File: config.mk
export PLATFORM = sky130hd
export DESIGN_NAME = bridge_arbiter
export DESIGN_NICKNAME = d
export VERILOG_FILES = /design/src/rtl/bridge_arbiter_pkg.sv /design/src/rtl/bridge_arbiter_hold_counter.sv /design/src/rtl/bridge_arbiter.sv
export SDC_FILE = /design/constraint.sdc
export NUM_CORES = 1
export LEC_CHECK = 0
export BUFFER_PORTS_ARGS = -buffer_cell sky130_fd_sc_hd__buf_2
export CORE_AREA = 2 2 115 117
export DETAILED_ROUTE_END_ITERATION = 10
export DIE_AREA = 0 0 117 119
export PLACE_DENSITY = 0.44
export RECOVER_POWER = 25
export SLEW_MARGIN = 20
export SYNTH_ARGS = -nofsm -noshare
export SYNTH_HDL_FRONTEND = slang
export SYNTH_HIERARCHICAL = 1
export SYNTH_SLANG_ARGS = --single-unit
export TNS_END_PERCENT = 10
File: constraint.sdc
create_clock -name clk_i -period 5.3 [get_ports clk_i]
set_input_delay 0.265 -clock clk_i [delete_from_list [all_inputs] [get_ports clk_i]]
set_output_delay 0.265 -clock clk_i [all_outputs]
set_load 0.03 [all_outputs]
File: src/rtl/bridge_arbiter_pkg.sv
// Shared types and constants for the two-master IO bridge arbiter.
package bridge_arbiter_pkg;

    localparam int BUS_W  = 32;
    localparam int STAT_W = 16;

    typedef enum logic [1:0] {
        IDLE = 2'd0,
        GNT0 = 2'd1,
        GNT1 = 2'd2
    } arb_state_t;

    function automatic logic [STAT_W-1:0] sat_inc_stat(input logic [STAT_W-1:0] v);
        return (v == {STAT_W{1'b1}}) ? v : v + 1'b1;
    endfunction

endpackage

File: src/rtl/bridge_arbiter_hold_counter.sv
// Tracks consecutive granted cycles of the current owner; flags when its hold budget is spent.
module arb_hold_counter
    import bridge_arbiter_pkg::*;
#(
    parameter int MAX_HOLD = 16
) (
    input  logic clk_i,
    input  logic rst_i,
    input  logic i_stay,
    output logic o_limit
);

    localparam int CW = (MAX_HOLD > 1) ? $clog2(MAX_HOLD) : 1;
    localparam logic [CW-1:0] LIM = CW'(MAX_HOLD - 1);

    logic [CW-1:0] r_cnt;

    // Any grant change or idle cycle restarts the count; it parks at the limit.
    always_ff @(posedge clk_i or posedge rst_i) begin
        if (rst_i) begin
            r_cnt <= '0;
        end else if (i_stay) begin
            r_cnt <= (r_cnt == LIM) ? r_cnt : r_cnt + 1'b1;
        end else begin
            r_cnt <= '0;
        end
    end

    assign o_limit = (r_cnt == LIM);

endmodule

File: src/rtl/bridge_arbiter.sv
// Round-robin arbiter with hold-time preemption between CPU (m0) and debug port (m1).
// Optional grant statistics enabled by defining BRIDGE_ARB_STATS_EN.
module bridge_arbiter
    import bridge_arbiter_pkg::*;
#(
    parameter int MAX_HOLD = 16
) (
    input  logic             clk_i,
    input  logic             rst_i,
    input  logic             m0_req,
    input  logic [BUS_W-1:0] m0_addr,
    input  logic             m0_wen,
    input  logic [BUS_W-1:0] m0_wdata,
    input  logic             m1_req,
    input  logic [BUS_W-1:0] m1_addr,
    input  logic             m1_wen,
    input  logic [BUS_W-1:0] m1_wdata,
    output logic             m0_gnt,
    output logic             m1_gnt,
    output logic [BUS_W-1:0] m0_rdata,
    output logic [BUS_W-1:0] m1_rdata,
    output logic [BUS_W-1:0] s_addr,
    output logic             s_wen,
    output logic [BUS_W-1:0] s_wdata,
    input  logic [BUS_W-1:0] s_rdata
`ifdef BRIDGE_ARB_STATS_EN
    ,
    output logic [STAT_W-1:0] m0_grant_cnt,
    output logic [STAT_W-1:0] m1_grant_cnt
`endif
);

    arb_state_t r_state;
    arb_state_t w_next;
    logic       r_last_gnt;
    logic       w_limit;
    logic       w_stay;

    assign w_stay = (r_state != IDLE) && (w_next == r_state);

    arb_hold_counter #(
        .MAX_HOLD (MAX_HOLD)
    ) u_hold (
        .clk_i   (clk_i),
        .rst_i   (rst_i),
        .i_stay  (w_stay),
        .o_limit (w_limit)
    );

    always_ff @(posedge clk_i or posedge rst_i) begin
        if (rst_i) begin
            r_state    <= IDLE;
            r_last_gnt <= 1'b1;
        end else begin
            r_state <= w_next;
            if (w_next == GNT0 && r_state != GNT0) begin
                r_last_gnt <= 1'b0;
            end else if (w_next == GNT1 && r_state != GNT1) begin
                r_last_gnt <= 1'b1;
            end
        end
    end

    // A master that releases hands straight to a waiting peer, without an idle bubble.
    always_comb begin
        w_next = r_state;
        unique case (r_state)
            IDLE: begin
                if (m0_req && m1_req) begin
                    w_next = r_last_gnt ? GNT0 : GNT1;
                end else if (m0_req) begin
                    w_next = GNT0;
                end else if (m1_req) begin
                    w_next = GNT1;
                end
            end
            GNT0: begin
                if (!m0_req) begin
                    w_next = m1_req ? GNT1 : IDLE;
                end else if (m1_req && w_limit) begin
                    w_next = GNT1;
                end
            end
            GNT1: begin
                if (!m1_req) begin
                    w_next = m0_req ? GNT0 : IDLE;
                end else if (m0_req && w_limit) begin
                    w_next = GNT0;
                end
            end
            default: w_next = IDLE;
        endcase
    end

    always_comb begin
        m0_gnt   = 1'b0;
        m1_gnt   = 1'b0;
        s_addr   = '0;
        s_wdata  = '0;
        s_wen    = 1'b0;
        m0_rdata = '0;
        m1_rdata = '0;
        unique case (r_state)
            GNT0: begin
                m0_gnt   = 1'b1;
                s_addr   = m0_addr;
                s_wdata  = m0_wdata;
                s_wen    = m0_wen & m0_req;
                m0_rdata = s_rdata;
            end
            GNT1: begin
                m1_gnt   = 1'b1;
                s_addr   = m1_addr;
                s_wdata  = m1_wdata;
                s_wen    = m1_wen & m1_req;
                m1_rdata = s_rdata;
            end
            default: ;
        endcase
    end

`ifdef BRIDGE_ARB_STATS_EN
    logic [STAT_W-1:0] r_m0_cnt;
    logic [STAT_W-1:0] r_m1_cnt;

    always_ff @(posedge clk_i or posedge rst_i) begin
        if (rst_i) begin
            r_m0_cnt <= '0;
            r_m1_cnt <= '0;
        end else begin
            if (w_next == GNT0 && r_state != GNT0) begin
                r_m0_cnt <= sat_inc_stat(r_m0_cnt);
            end
            if (w_next == GNT1 && r_state != GNT1) begin
                r_m1_cnt <= sat_inc_stat(r_m1_cnt);
            end
        end
    end

    assign m0_grant_cnt = r_m0_cnt;
    assign m1_grant_cnt = r_m1_cnt;
`endif

endmodule

# After elaboration in Yosys (flattened, before gate mapping)

Cells that the tools add are included.

Add/subtract/negate cells: 1
Equality and inequality tests: 9
Mux-type cells: 22
Bitwise logic cells: 2
Reduce and logical (&&, ||, !) cells: 9

Operators with widths:

| kind                | count |
|---|---|
| $pmux 32 s2         | 2 |
| $mux 32             | 2 |
| $mux 2              | 9 |
| $mux 4              | 2 |
| $logic_and 1x1->1   | 6 |
| $pmux 2 s3          | 1 |
| $mux 1              | 5 |
| $add 4x1->4 const B | 1 |
| $eq 2x1->1 const B  | 2 |
| $eq 2x2->1 const B  | 2 |
| $eq 4x4->1 const B  | 1 |
| $ne 2x2->1 const B  | 2 |
| $reduce_bool 2->1   | 2 |
| $and 1x1->1         | 2 |
| $eq 2x2->1          | 1 |
| $logic_not 2->1     | 1 |
| $ne 2x1->1 const B  | 1 |
| $pmux 1 s2          | 1 |

Flip-flop bits (word level): 7
Input bits: 166
Output and inout port bits: 131
Logic and storage cells: 46

# Longest topological paths before layout

Gate-level depths: netlist of run 1.

Depth after elaboration: 9
Depth in mapped cells: 10
Mapped depth without buffers: 9

# By module

Netlist of run 1, hierarchy kept.

Modules (own cells, without submodules):

| module           | instances | cells each | area an instance (µm²) | seq. area each (µm²) |
|---|---|---|---|---|
| bridge_arbiter   | 1         | 263        | 1742.9                 | 76.3 |
| arb_hold_counter | 1         | 21         | 216.5                  | 100.1 |

# Least setup slack after synthesis of run 1

Ideal clock, no wire load.

Path type: register to output
Start point: reg r_state[1]
End point: out s_wen
Arrival: 1.997 ns
Data required time: 5.035 ns
Path slack: 3.038 ns
Cell stages (with the launch flop): 7
Cells stage by stage: dfrtp_1 > inv_1 > ha_1 > buf_2 > clkbuf_1 > nand3_1 > a21boi_1

Cells in the longest elaborated chain, start to end: 2
Elaborated cells on any way between the ends: 3

RTL lines:

| what                                     | RTL line              | text |
|---|---|---|
| start, declared                          | bridge_arbiter.sv:33  | `arb_state_t r_state;` |
| start signal, assigned                   | bridge_arbiter.sv:55  | `r_state <= w_next;` |
| $eq 2x2->1 or $eq 2x1->1 (tied branches) | bridge_arbiter.sv:103 | `unique case (r_state)` |
| $pmux 1 s2 *                             | bridge_arbiter.sv:103 |  |
| end, declared                            | bridge_arbiter.sv:23  | `output logic s_wen,` |

Every way passes the cells marked *; elsewhere a longest branch is shown, timed or not.

# Final worst setup path of run 1

Start point: reg r_state[1]
End point: reg u_hold.r_cnt[2]

Cells in the longest elaborated chain, start to end: 7
Elaborated cells on any way between the ends: 16

RTL lines:

| what                                                  | RTL line                          | text |
|---|---|---|
| $mux 2                                                | bridge_arbiter.sv:73              | `end else if (m1_req) begin` |
| $mux 2                                                | bridge_arbiter.sv:71              | `end else if (m0_req) begin` |
| $mux 2                                                | bridge_arbiter.sv:69              | `if (m0_req && m1_req) begin` |
| $pmux 2 s3                                            | bridge_arbiter.sv:67              | `unique case (r_state)` |
| $eq 2x2->1                                            | bridge_arbiter.sv:39              | `assign w_stay = (r_state != IDLE) && (w_next == r_state);` |
| $logic_and 1x1->1 *                                   | bridge_arbiter.sv:39              |  |
| net w_stay                                            | bridge_arbiter.sv:37              | `logic w_stay;` |
| $ne 2x2->1 (no source line) or $mux 4 (tied branches) | n/a                               |  |
| end signal, assigned                                  | bridge_arbiter_hold_counter.sv:23 | `r_cnt <= (r_cnt == LIM) ? r_cnt : r_cnt + 1'b1;` |
| end, declared                                         | bridge_arbiter_hold_counter.sv:16 | `logic [CW-1:0] r_cnt;` |

The timed path passes the listed nets; every way through them passes the cells marked *.
A chain may end at the register's enable or synchronous reset.

==> run_results.csv, run 1 <==
group,metric,value,unit
synthesis,async_reset_ff_frac,1.00,
clock_network,cts.repair.resized,0,
sta,rsz0062_at_grt,"no",
final_layout,fin_util,0.282,
route,antenna_left,0,
sta,skew,0.000469,ns
clock_network,holdBufCountCts,1,
run,drv_cap,0,
sta,finalSetupViolations,0,
final_layout,drive_gt1_frac,0.510,
route,vias_per_cell,4.27,
grt,antenna_found_initial,4,
power_and_ir_drop,leakage,1.93,nW
floorplan,start_util,0.152,
sta,hold_viol,0,
sta,max_freq,340,MHz
grt,overflow,0,
sta,worst_pin_slew,1.05,ns
worst_setup_path,worst-r2r-setup-slack,2.36,ns
synthesis,synth_cells,284,
synthesis,ys_warn_count,6,
synthesis,synth_ff_type,"dfrtp_1",
route,route.final.wire_length,10.7,mm
grt,grt_pass1_wl,15.4,mm
route,vias,3131,
synthesis,synth_edf_count,0,
worst_setup_path,path_buf_inv,1,
synthesis,yosysMostFrequentCell,"nor2b_1",
sta,final.setup.tns,0,ns
worst_setup_path,crit_chain,"inv_1, ha_4, and3_1, a31oi_1, a31o_1, a211oi_2, o311a_1, o21ai_1, a31oi_1",
floorplan,fp.dieW,117,microns
sta,period_minus_slack,2.94,ns
sta,timing.slew.headroom,0.301,
clock_network,cts-buffers-inserted,3,
route,drc,0,
clock_network,cts_tree,"built",
clock_network,cts_buffer_depth,2,
worst_setup_path,path_common_cell,"a31oi_1",
final_layout,fillCellCount,1465,
clock_network,cts_setup_buffers,0,
clock_network,cts_root_buf,"clkbuf_16",
sta,maxSlewViolCount,0,
final_layout,seq_area,176,sq um
min_path,min-delay-path-class,"in2async",
sta,timing.final.crit_share,0.555,
worst_setup_path,path_max_fanout,102,
placed_design,finalWeightedCongestion,0.824,
floorplan,coreArea,12900,sq um
route,wl_per_cell,14.5,microns
floorplan,row_count,42,
synthesis,ys_top_cells_by_area,"a22oi_1 (25%), nor2b_1 (21%), and2_1 (20%)",
grt,grt_start_max_net_pins,103,
synthesis,synth_cell_types,34,
route,first_iter_violations,115,
worst_setup_path,worstPathRequired,5.45,ns
worst_setup_path,r2r_cells,9,
synthesis,yosysTopAreaCell,"a22oi_1",
synthesis,syn_area_per_cell,6.90,sq um
route,drt-pass1-iter-count,6,
worst_setup_path,worstSetupPathType,"reg2reg",
clock_network,clock_sinks,7,
run_status,run_status,"completed",
placed_design,post-dp-hpwl,8.62,mm
power_and_ir_drop,power_density,557,nW/um^2
synthesis,yosys-top-cells-count,"nor2b_1 (65), a22oi_1 (64), and2_1 (64)",
worst_setup_path,crit_path_end_kind,"flip-flop",
worst_setup_path,crit_slowest_cell,"ha_4",
clock_network,clk_pin_slew,0.04,ns
clock_network,insertion_delay,0.23,ns
floorplan,io_pins,297,
clock_network,htree_levels,1,
placed_design,port_buffers,296,
synthesis,synth_top_cell_area_share,0.245,
final_layout,num-nets-final,727,
power_and_ir_drop,ir_worst_vdd,0.195,mV
synthesis,seq_area_frac_synth,0.0900,
floorplan,die-area,13900,sq um
worst_setup_path,cp_top_family,"compound AO/OA/AOI/OAI gates",
worst_setup_path,cp-start-kind,"flip-flop",
synthesis,synthesis.nets,455,
final_layout,multiInputGateArea,1650,sq um
synthesis,syn_area,1960,sq um
worst_setup_path,timing.rr.end,"u_hold/r_cnt[2]$_DFFE_PP0P_",
grt,grt_use_total,0.139,
worst_setup_path,r2r-start,"r_state[1]$_DFF_PP0_",
floorplan,die_y,119,microns
synthesis,ys_seq_elements,7,
final_layout,area_growth,85.1,%
worst_setup_path,crit_arrival,3.09,ns
worst_setup_path,cpPeakStageDelay,0.76,ns
grt,grt_pass1_vias,2951,
per-stage QoR:
step / instance area [sq um] / hold slack (ns) / setup WS (ns) / total power [W] / cells
floorplan: 1960 / 0.0179 / 3.04 / 0.00142 / 284
CTS: 3650 / 0.449 / 2.30 / 0.00206 / 731
global route: 3620 / 0.487 / 2.12 / 0.00219 / 732
finish: 3630 / 0.440 / 2.36 / 0.00202 / 734
global placement: 3560 / 0.153 / 2.44 / 0.00190 / 726
detailed placement: 3560 / 0.152 / 2.31 / 0.00192 / 726
cell usage in the layout (no fill, tap or decap), drive strengths merged, types with 5 or more instances in the layout:
cell and count:
ha 5, dfrtp 6, nand3 5, clkbuf 28, inv 6, a22oi 64, and2 64, nand2 7
buf 273, nor2b 65
kinds of logic after synthesis:
group | after synthesis | synth area share
buffers and inverters | 37 | 0.0798
AOI/OAI and AO/OA | 81 | 0.315
adders and majority gates | 5 | 0.0319
DFF | 7 | 0.0900
and+or+nand+nor | 152 | 0.473
muxes | 2 | 0.0102
how the worst max path moves through the flow:
stage | from | to | slack [ns] | cells after the start
CTS | r_state[1]$_DFF_PP0_ | u_hold/r_cnt[1]$_DFFE_PP0P_ | 2.30 | 9
finish | r_state[1]$_DFF_PP0_ | u_hold/r_cnt[2]$_DFFE_PP0P_ | 2.36 | 9
global route | r_state[1]$_DFF_PP0_ | u_hold/r_cnt[1]$_DFFE_PP0P_ | 2.12 | 9
global placement | r_state[1]$_DFF_PP0_ | u_hold/r_cnt[2]$_DFFE_PP0P_ | 2.44 | 9
detailed placement | r_state[1]$_DFF_PP0_ | u_hold/r_cnt[2]$_DFFE_PP0P_ | 2.31 | 9
floorplan | r_state[1]$_DFF_PP0_ | s_wen | 3.04 | 6
worst reg2reg max path: stages (launching register included):
cell and delay (ns):
dfrtp_1 0.48, inv_1 0.16, ha_4 0.76, and3_1 0.29, a31oi_1 0.06, a31o_1 0.32
a211oi_2 0.21, o311a_1 0.32, o21ai_1 0.10, a31oi_1 0.14
flip-flops by register name, indices dropped and copies added (netlist names):
register      cells
u_hold/r_cnt      4
r_last_gnt        1
r_state           2
area by class of cell:
type | count | share of cell area
inverter | 6 | 0.00621
timing repair buffer | 298 | 0.405
antenna | 3 | 0.00207
clock buffer | 4 | 0.0217
sequential | 7 | 0.0487
multi-input combinational | 240 | 0.455
tap | 176 | 0.0607
routing by layer:
layer  up-vias  wire [microns]  global-route usage
met3        11             877              0.0310
met2       165            5270               0.253
met4         2             116              0.0176
met1      1413            4390               0.169
met5         -              13                   0
li1       1540               -                   -
report_power, final:
group          internal (W)  leakage, nW  switching [W]  total, W
Combinational      0.000593         1.81        0.00119   0.00179
Clock              0.000100       0.0382      0.0000305  0.000131
Sequential        0.0000738       0.0907      0.0000278  0.000102
(Power assumes the default switching activity.)
==> inputs of run 2 (changes only) <==
--- a/config.mk
+++ b/config.mk
@@ -5,11 +5,12 @@
 export SDC_FILE = /design/constraint.sdc
 export NUM_CORES = 1
 export LEC_CHECK = 0
+export ABC_AREA = 1
 export BUFFER_PORTS_ARGS = -buffer_cell sky130_fd_sc_hd__buf_2
-export CORE_AREA = 2 2 115 117
+export CORE_AREA = 2 2 117 119
 export DETAILED_ROUTE_END_ITERATION = 10
-export DIE_AREA = 0 0 117 119
-export PLACE_DENSITY = 0.44
+export DIE_AREA = 0 0 119 121
+export PLACE_DENSITY = 0.43
 export RECOVER_POWER = 25
 export SLEW_MARGIN = 20
 export SYNTH_ARGS = -nofsm -noshare
==> constraint.sdc (replaced) <==
create_clock -name clk_i -period 2.72 [get_ports clk_i]
set_input_delay 0.136 -clock clk_i [delete_from_list [all_inputs] [get_ports clk_i]]
set_output_delay 0.136 -clock clk_i [all_outputs]
set_load 0.03 [all_outputs]
==> run 2 against run 1 <==
  * Power rose by 88%
  * Final cell count grew 21%
  * Non-clock buffer count grew 3
  * Critical path depth shrank 3
  * Count of clock-buffer cells in the layout unchanged
  * Largest power group unchanged
==> run_results.csv, run 2 <==
group,metric,value,unit
floorplan,coreArea,13100,sq um
synthesis,synth_top_cell_area_share,0.394,
final_layout,layout_commonest_cell,"buf_2",
grt,grtUsageMet2,0.259,
grt,grt_pass1_wl,17.2,mm
worst_setup_path,worstSetupPathType,"reg2out",
run,drv_cap,0,
placed_design,finalWeightedCongestion,0.885,
sta,timing.hold.ws,0.311,ns
sta,max_freq,430,MHz
worst_setup_path,crit_chain,"inv_1, ha_4, buf_4, nand2_1, a21oi_1, buf_2",
final_layout,drive_gt1_frac,0.408,
placed_design,placed_cells,879,
sta,worst_pin_slew,0.655,ns
synthesis,synth_cells,433,
clock_network,cts-buffers-inserted,3,
synthesis,seq_area_frac_synth,0.0881,
sta,worst_slack,0.394,ns
worst_setup_path,cp-start-kind,"flip-flop",
clock_network,htree_levels,1,
synthesis,async_reset_ff_frac,1.00,
synthesis,ys_seq_elements,7,
route,antenna_left,0,
power_and_ir_drop,ir_worst_vdd,0.824,mV
worst_setup_path,path_buf_inv,3,
final_layout,largest_register_ffs,4,
route,vias_per_cell,4.06,
clock_network,cts_buffer_depth,2,
grt,grt_pass1_vias,3269,
grt,use_met1,0.176,
final_layout,top_register,"u_hold/r_cnt",
placed_design,port_buffers,296,
placed_design,dpl_worst_slack,0.600,ns
final_layout,most-common-layout-cells,"buf_2 (270), nand2_1 (211), inv_1 (78)",
floorplan,start_util,0.153,
grt,met3_usage,0.0606,
route,wl_per_cell,13.0,microns
synthesis,yosysTopAreaCell,"nand2_1",
synthesis,syn_area,2000,sq um
sta,rsz0062_at_grt,"no",
sta,finalSetupViolations,0,
power_and_ir_drop,power_density,1030,nW/um^2
floorplan,row_count,42,
grt,grt_start_max_net_pins,98,
run_status,run_status,"completed",
min_path,min-delay-path-class,"in2async",
final_layout,instances_no_fill,887,
clock_network,clk_pin_slew,0.04,ns
synthesis,yosysMostFrequentCell,"nand2_1",
floorplan,die-area,14400,sq um
final_layout,num-nets-final,880,
floorplan,die_y,121,microns
synthesis,synth_edf_count,0,
power_and_ir_drop,leakage,2.50,nW
worst_setup_path,path_max_fanout,64,
synthesis,syn_area_per_cell,4.62,sq um
worst_setup_path,worstPathRequired,2.58,ns
final_layout,top_regs,"u_hold/r_cnt (4), r_state (2), r_last_gnt (1)",
sta,period_minus_slack,2.33,ns
floorplan,io_pins,297,
grt,antenna_found_initial,9,
worst_setup_path,cpPeakStageDelay,0.53,ns
route,drt-pass1-iter-count,4,
clock_network,cts_root_buf,"clkbuf_16",
worst_setup_path,crit_arrival,2.19,ns
clock_network,insertion_delay,0.23,ns
clock_network,clock_sinks,7,
sta,timing.slew.headroom,0.564,
synthesis,ys_warn_count,6,
sta,maxSlewViolCount,0,
sta,hold_viol,0,
worst_setup_path,cp_top_family,"buffers and inverters",
synthesis,yosys-top-cells-count,"nand2_1 (210), inv_1 (79), a21oi_1 (66)",
grt,overflow,0,
sta,final.setup.tns,0,ns
grt,grt.busiest_layer,"met2",
route,drc,0,
placed_design,post-dp-hpwl,9.30,mm
sta,skew,0.00270,ns
synthesis,synthesis.nets,604,
synthesis,synth_cell_types,22,
synthesis,synth_ff_type,"dfrtp_1",
final_layout,area_growth,83.8,%
floorplan,fp.dieW,119,microns
route,first_iter_violations,169,
worst_setup_path,crit_slowest_cell,"buf_4",
route,vias,3601,
grt,grt_use_total,0.148,
worst_setup_path,crit_path_end_kind,"output pin",
route,route.final.wire_length,11.5,mm
sta,timing.final.crit_share,0.855,
synthesis,ys_top_cells_by_area,"nand2_1 (39%), a21oi_1 (17%), inv_1 (15%)",
clock_network,cts_tree,"built",
## run 2: changes by cell type after synthesis, sizes merged, moves of 3 or more
cell and delta:
nor2 +6, inv +76, a31oi -3, clkbuf -19, nor2b -65, a21oi +65
nand2 +207, and2 -64, a22oi -64, buf +18, nand2b -3, nand3 +11
## run 2: worst register-to-register path: cells and delay by family (launching register included)
kind / cells / cell delay (ns)
simple gates: 11 / 1.22
compound gates: 1 / 0.16
flops: 1 / 0.37
fa+ha+maj: 1 / 0.22
buf+inv: 1 / 0.07
## run 2: repair_timing
| action | in CTS | in global routing |
|---|---|---|
| setup buffers | 0 | 0 |
| endpoints found under the hold margin | 7 | 0 |
| gates resized for setup | 0 | 0 |
| hold buffers | 1 | 0 |
## run 2: cell type report
cell class	instances	area, sq um
clock buffer	4	78.8
antenna	3	7.51
timing repair buffer	301	1510
multi-input combinational	314	1380
fill	1539	9410
sequential	7	176
tap	176	220
inverter	82	308
## run 2: path summary, 6_finish.rpt
kind                                        startpoint                     endpoint  slack [ns]  cells after the start
min reg2reg                     r_last_gnt$_DFFE_PP1P_       r_last_gnt$_DFFE_PP1P_        0.52                      2
min in group clk_i                              m1_req         r_state[0]$_DFF_PP0_        0.45                      6
max in group asynchronous                        rst_i       r_last_gnt$_DFFE_PP1P_        2.20                      3
min                                              rst_i         r_state[1]$_DFF_PP0_        0.31                      3
max reg2reg                u_hold/r_cnt[0]$_DFFE_PP0P_  u_hold/r_cnt[3]$_DFFE_PP0P_        0.59                     14
max                               r_state[1]$_DFF_PP0_                   s_wdata[6]        0.39                      6
## run 2: per-layer routing
metal | part of all wire | up-vias
met5 | 0.0050 | -
met4 | 0.0068 | 10
met3 | 0.10 | 18
met2 | 0.47 | 161
met1 | 0.42 | 1576
li1 | - | 1836
## run 2: kinds of logic after synthesis
| kind of cell | synth area share |
|---|---|
| compound gates | 0.174 |
| fa+ha+maj | 0.0313 |
| buf+inv | 0.229 |
| flops | 0.0881 |
| simple gates | 0.478 |
## run 2: metrics by stage
stage	utilization	power, W	area, sq um
after floorplan	-	0.00258	2000
after global placement	0.278	0.00358	3630
after detailed placement	0.278	0.00360	3630
after CTS	0.284	0.00386	3720
after global routing	0.281	0.00411	3670
final	0.281	0.00379	3680
## run 2: power by group
part	internal, W	switching (W)
combinational	0.000871	0.00249
sequential	0.000141	0.0000406
clock	0.000195	0.0000555
==> inputs of run 3 (changes only) <==
==> constraint.sdc (replaced) <==
create_clock -name clk_i -period 2.72 [get_ports clk_i]
set_input_delay 0.272 -clock clk_i [delete_from_list [all_inputs] [get_ports clk_i]]
set_output_delay 0.272 -clock clk_i [all_outputs]
set_load 0.03 [all_outputs]
==> run 3 against run 2 <==
  * Hold slack improved by 0.14 ns
  * Final cell count grew 0.34%
  * Global-route usage shrank 0.75 points
  * Sequential power about the same
  * Setup slack better by 0.10 ns
  * Power increased by 0.27%
==> run_results.csv, run 3 (synthesized netlist as in run 2, its figures left out) <==
group,metric,value,unit
run_status,run_status,"completed",
run,drv_cap,0,
power_and_ir_drop,p_clk_frac,0.066,
route,wl_per_cell,12.7,microns
worst_setup_path,path_max_fanout,38,
clock_network,clock_sinks,7,
clock_network,cts-buffers-inserted,3,
floorplan,fp.dieW,119,microns
final_layout,top_regs,"u_hold/r_cnt (4), r_state (2), r_last_gnt (1)",
clock_network,htree_levels,1,
grt,grt_pass1_vias,3120,
sta,finalSetupViolations,0,
clock_network,clk_pin_slew,0.03,ns
power_and_ir_drop,seq_power_share,0.048,
sta,final.setup.tns,0,ns
power_and_ir_drop,power_density,1020,nW/um^2
clock_network,cts_tree,"built",
clock_network,cts_buffer_depth,2,
worst_setup_path,r2r-start,"r_state[0]$_DFF_PP0_",
final_layout,layout_commonest_cell,"buf_2",
route,vias,3572,
worst_setup_path,crit_arrival,1.95,ns
grt,antenna_found_initial,7,
route,antenna_left,0,
worst_setup_path,worst-r2r-setup-slack,0.65,ns
worst_setup_path,timing.rr.end,"u_hold/r_cnt[3]$_DFFE_PP0P_",
placed_design,port_buffers,296,
clock_network,insertion_delay,0.23,ns
worst_setup_path,r2r_cells,13,
power_and_ir_drop,p_sw_frac,0.680,
sta,timing.hold.ws,0.453,ns
min_path,min-delay-path-class,"in2async",
floorplan,start_util,0.153,
grt,grt_start_max_net_pins,67,
sta,maxSlewViolCount,0,
placed_design,post-dp-hpwl,9.11,mm
worst_setup_path,cp-start-kind,"flip-flop",
final_layout,top_register,"u_hold/r_cnt",
final_layout,fillCellCount,1515,
sta,worst_pin_slew,0.438,ns
clock_network,cts_setup_buffers,0,
route,route.final.wire_length,11.3,mm
power_and_ir_drop,pwr-share-comb,0.887,
sta,period_minus_slack,2.23,ns
floorplan,die-area,14400,sq um
sta,hold_viol,0,
placed_design,finalWeightedCongestion,0.913,
route,vias_per_cell,4.01,
route,first_iter_violations,136,
sta,timing.slew.headroom,0.708,
grt,grt_pass1_wl,16.4,mm
final_layout,largest_register_ffs,4,
power_and_ir_drop,ir_worst_vdd,0.490,mV
power_and_ir_drop,leakage,2.52,nW
final_layout,drive_gt1_frac,0.415,
power_and_ir_drop,p_int,0.00121,W
clock_network,cts.repair.resized,0,
worst_setup_path,crit_path_end_kind,"output pin",
sta,rsz0062_at_grt,"no",
sta,timing.final.crit_share,0.818,
worst_setup_path,worstPathRequired,2.45,ns
floorplan,coreArea,13100,sq um
floorplan,io_pins,297,
route,drt-pass1-iter-count,5,
floorplan,die_y,121,microns
sta,max_freq,449,MHz
sta,skew,0.00268,ns
clock_network,cts_root_buf,"clkbuf_16",
power_and_ir_drop,switchingPower,0.00259,W
grt,grt_use_total,0.140,
floorplan,row_count,42,
route,drc,0,
final_layout,most-common-layout-cells,"buf_2 (273), nand2_1 (212), inv_1 (78)",
worst_setup_path,worstSetupPathType,"reg2out",
final_layout,area_growth,85.4,%
final_layout,num-nets-final,882,
grt,overflow,0,
run 3: repair_timing:
action / 4_1_cts / 5_1_grt
hold buffers: 1 / 0
setup endpoints to repair: 0 / 0
endpoints found under the hold margin: 6 / 0
run 3: how the worst max path moves through the flow:
stage | startpoint | end | slack [ns]
3_5_place_dp | r_state[0]$_DFF_PP0_ | u_hold/r_cnt[3]$_DFFE_PP0P_ | 0.67
5_1_grt | r_state[0]$_DFF_PP0_ | s_wdata[15] | 0.34
4_1_cts | r_state[0]$_DFF_PP0_ | s_wdata[1] | 0.47
2_1_floorplan | r_state[1]$_DFF_PP0_ | s_wen | 0.59
3_3_place_gp | r_state[0]$_DFF_PP0_ | u_hold/r_cnt[3]$_DFFE_PP0P_ | 0.69
6_report | r_state[0]$_DFF_PP0_ | s_wdata[21] | 0.49
run 3: area by class of cell:
class,instances,area (sq um),share of cell area
flip-flops and latches,7,176,0.0475
multi-input cells,314,1390,0.373
inverters,82,308,0.0829
clock buffers,4,78.8,0.0212
diodes,4,10.0,0.00270
well taps,176,220,0.0593
repair buffers,303,1530,0.413
run 3: power groups by stage:
stage / Combinational, W / Clock [W] / Sequential (W)
floorplan: 0.00241 / 0 / 0.000168
global placement: 0.00342 / 0 / 0.000183
detailed placement: 0.00343 / 0 / 0.000182
CTS: 0.00344 / 0.000252 / 0.000181
global route: 0.00366 / 0.000259 / 0.000188
finish: 0.00337 / 0.000250 / 0.000181
run 3: metal layers:
metal  part of all wire  track usage  vias to the layer above
met3              0.095       0.0540                       14
li1                   -            -                     1840
met4             0.0073       0.0193                        6
met2               0.47        0.251                      156
met5             0.0036            0                        -
met1               0.42        0.162                     1556
run 3: stage by stage:
stage	std cells	setup slack (ns)	cell area [sq um]	util	power, W
floorplan	433	0.586	2000	-	0.00258
detailed placement	881	0.673	3650	0.279	0.00361
global placement	881	0.686	3650	0.279	0.00360
finish	890	0.494	3710	0.284	0.00380
CTS	886	0.466	3740	0.286	0.00387
global route	887	0.343	3700	0.283	0.00411
run 3: worst max-delay path: stages (launching register included):
cell     delay, ns
dfrtp_1       0.47
inv_1         0.17
ha_1          0.34
inv_2         0.06
buf_4         0.38
a21oi_1       0.09
buf_2         0.20
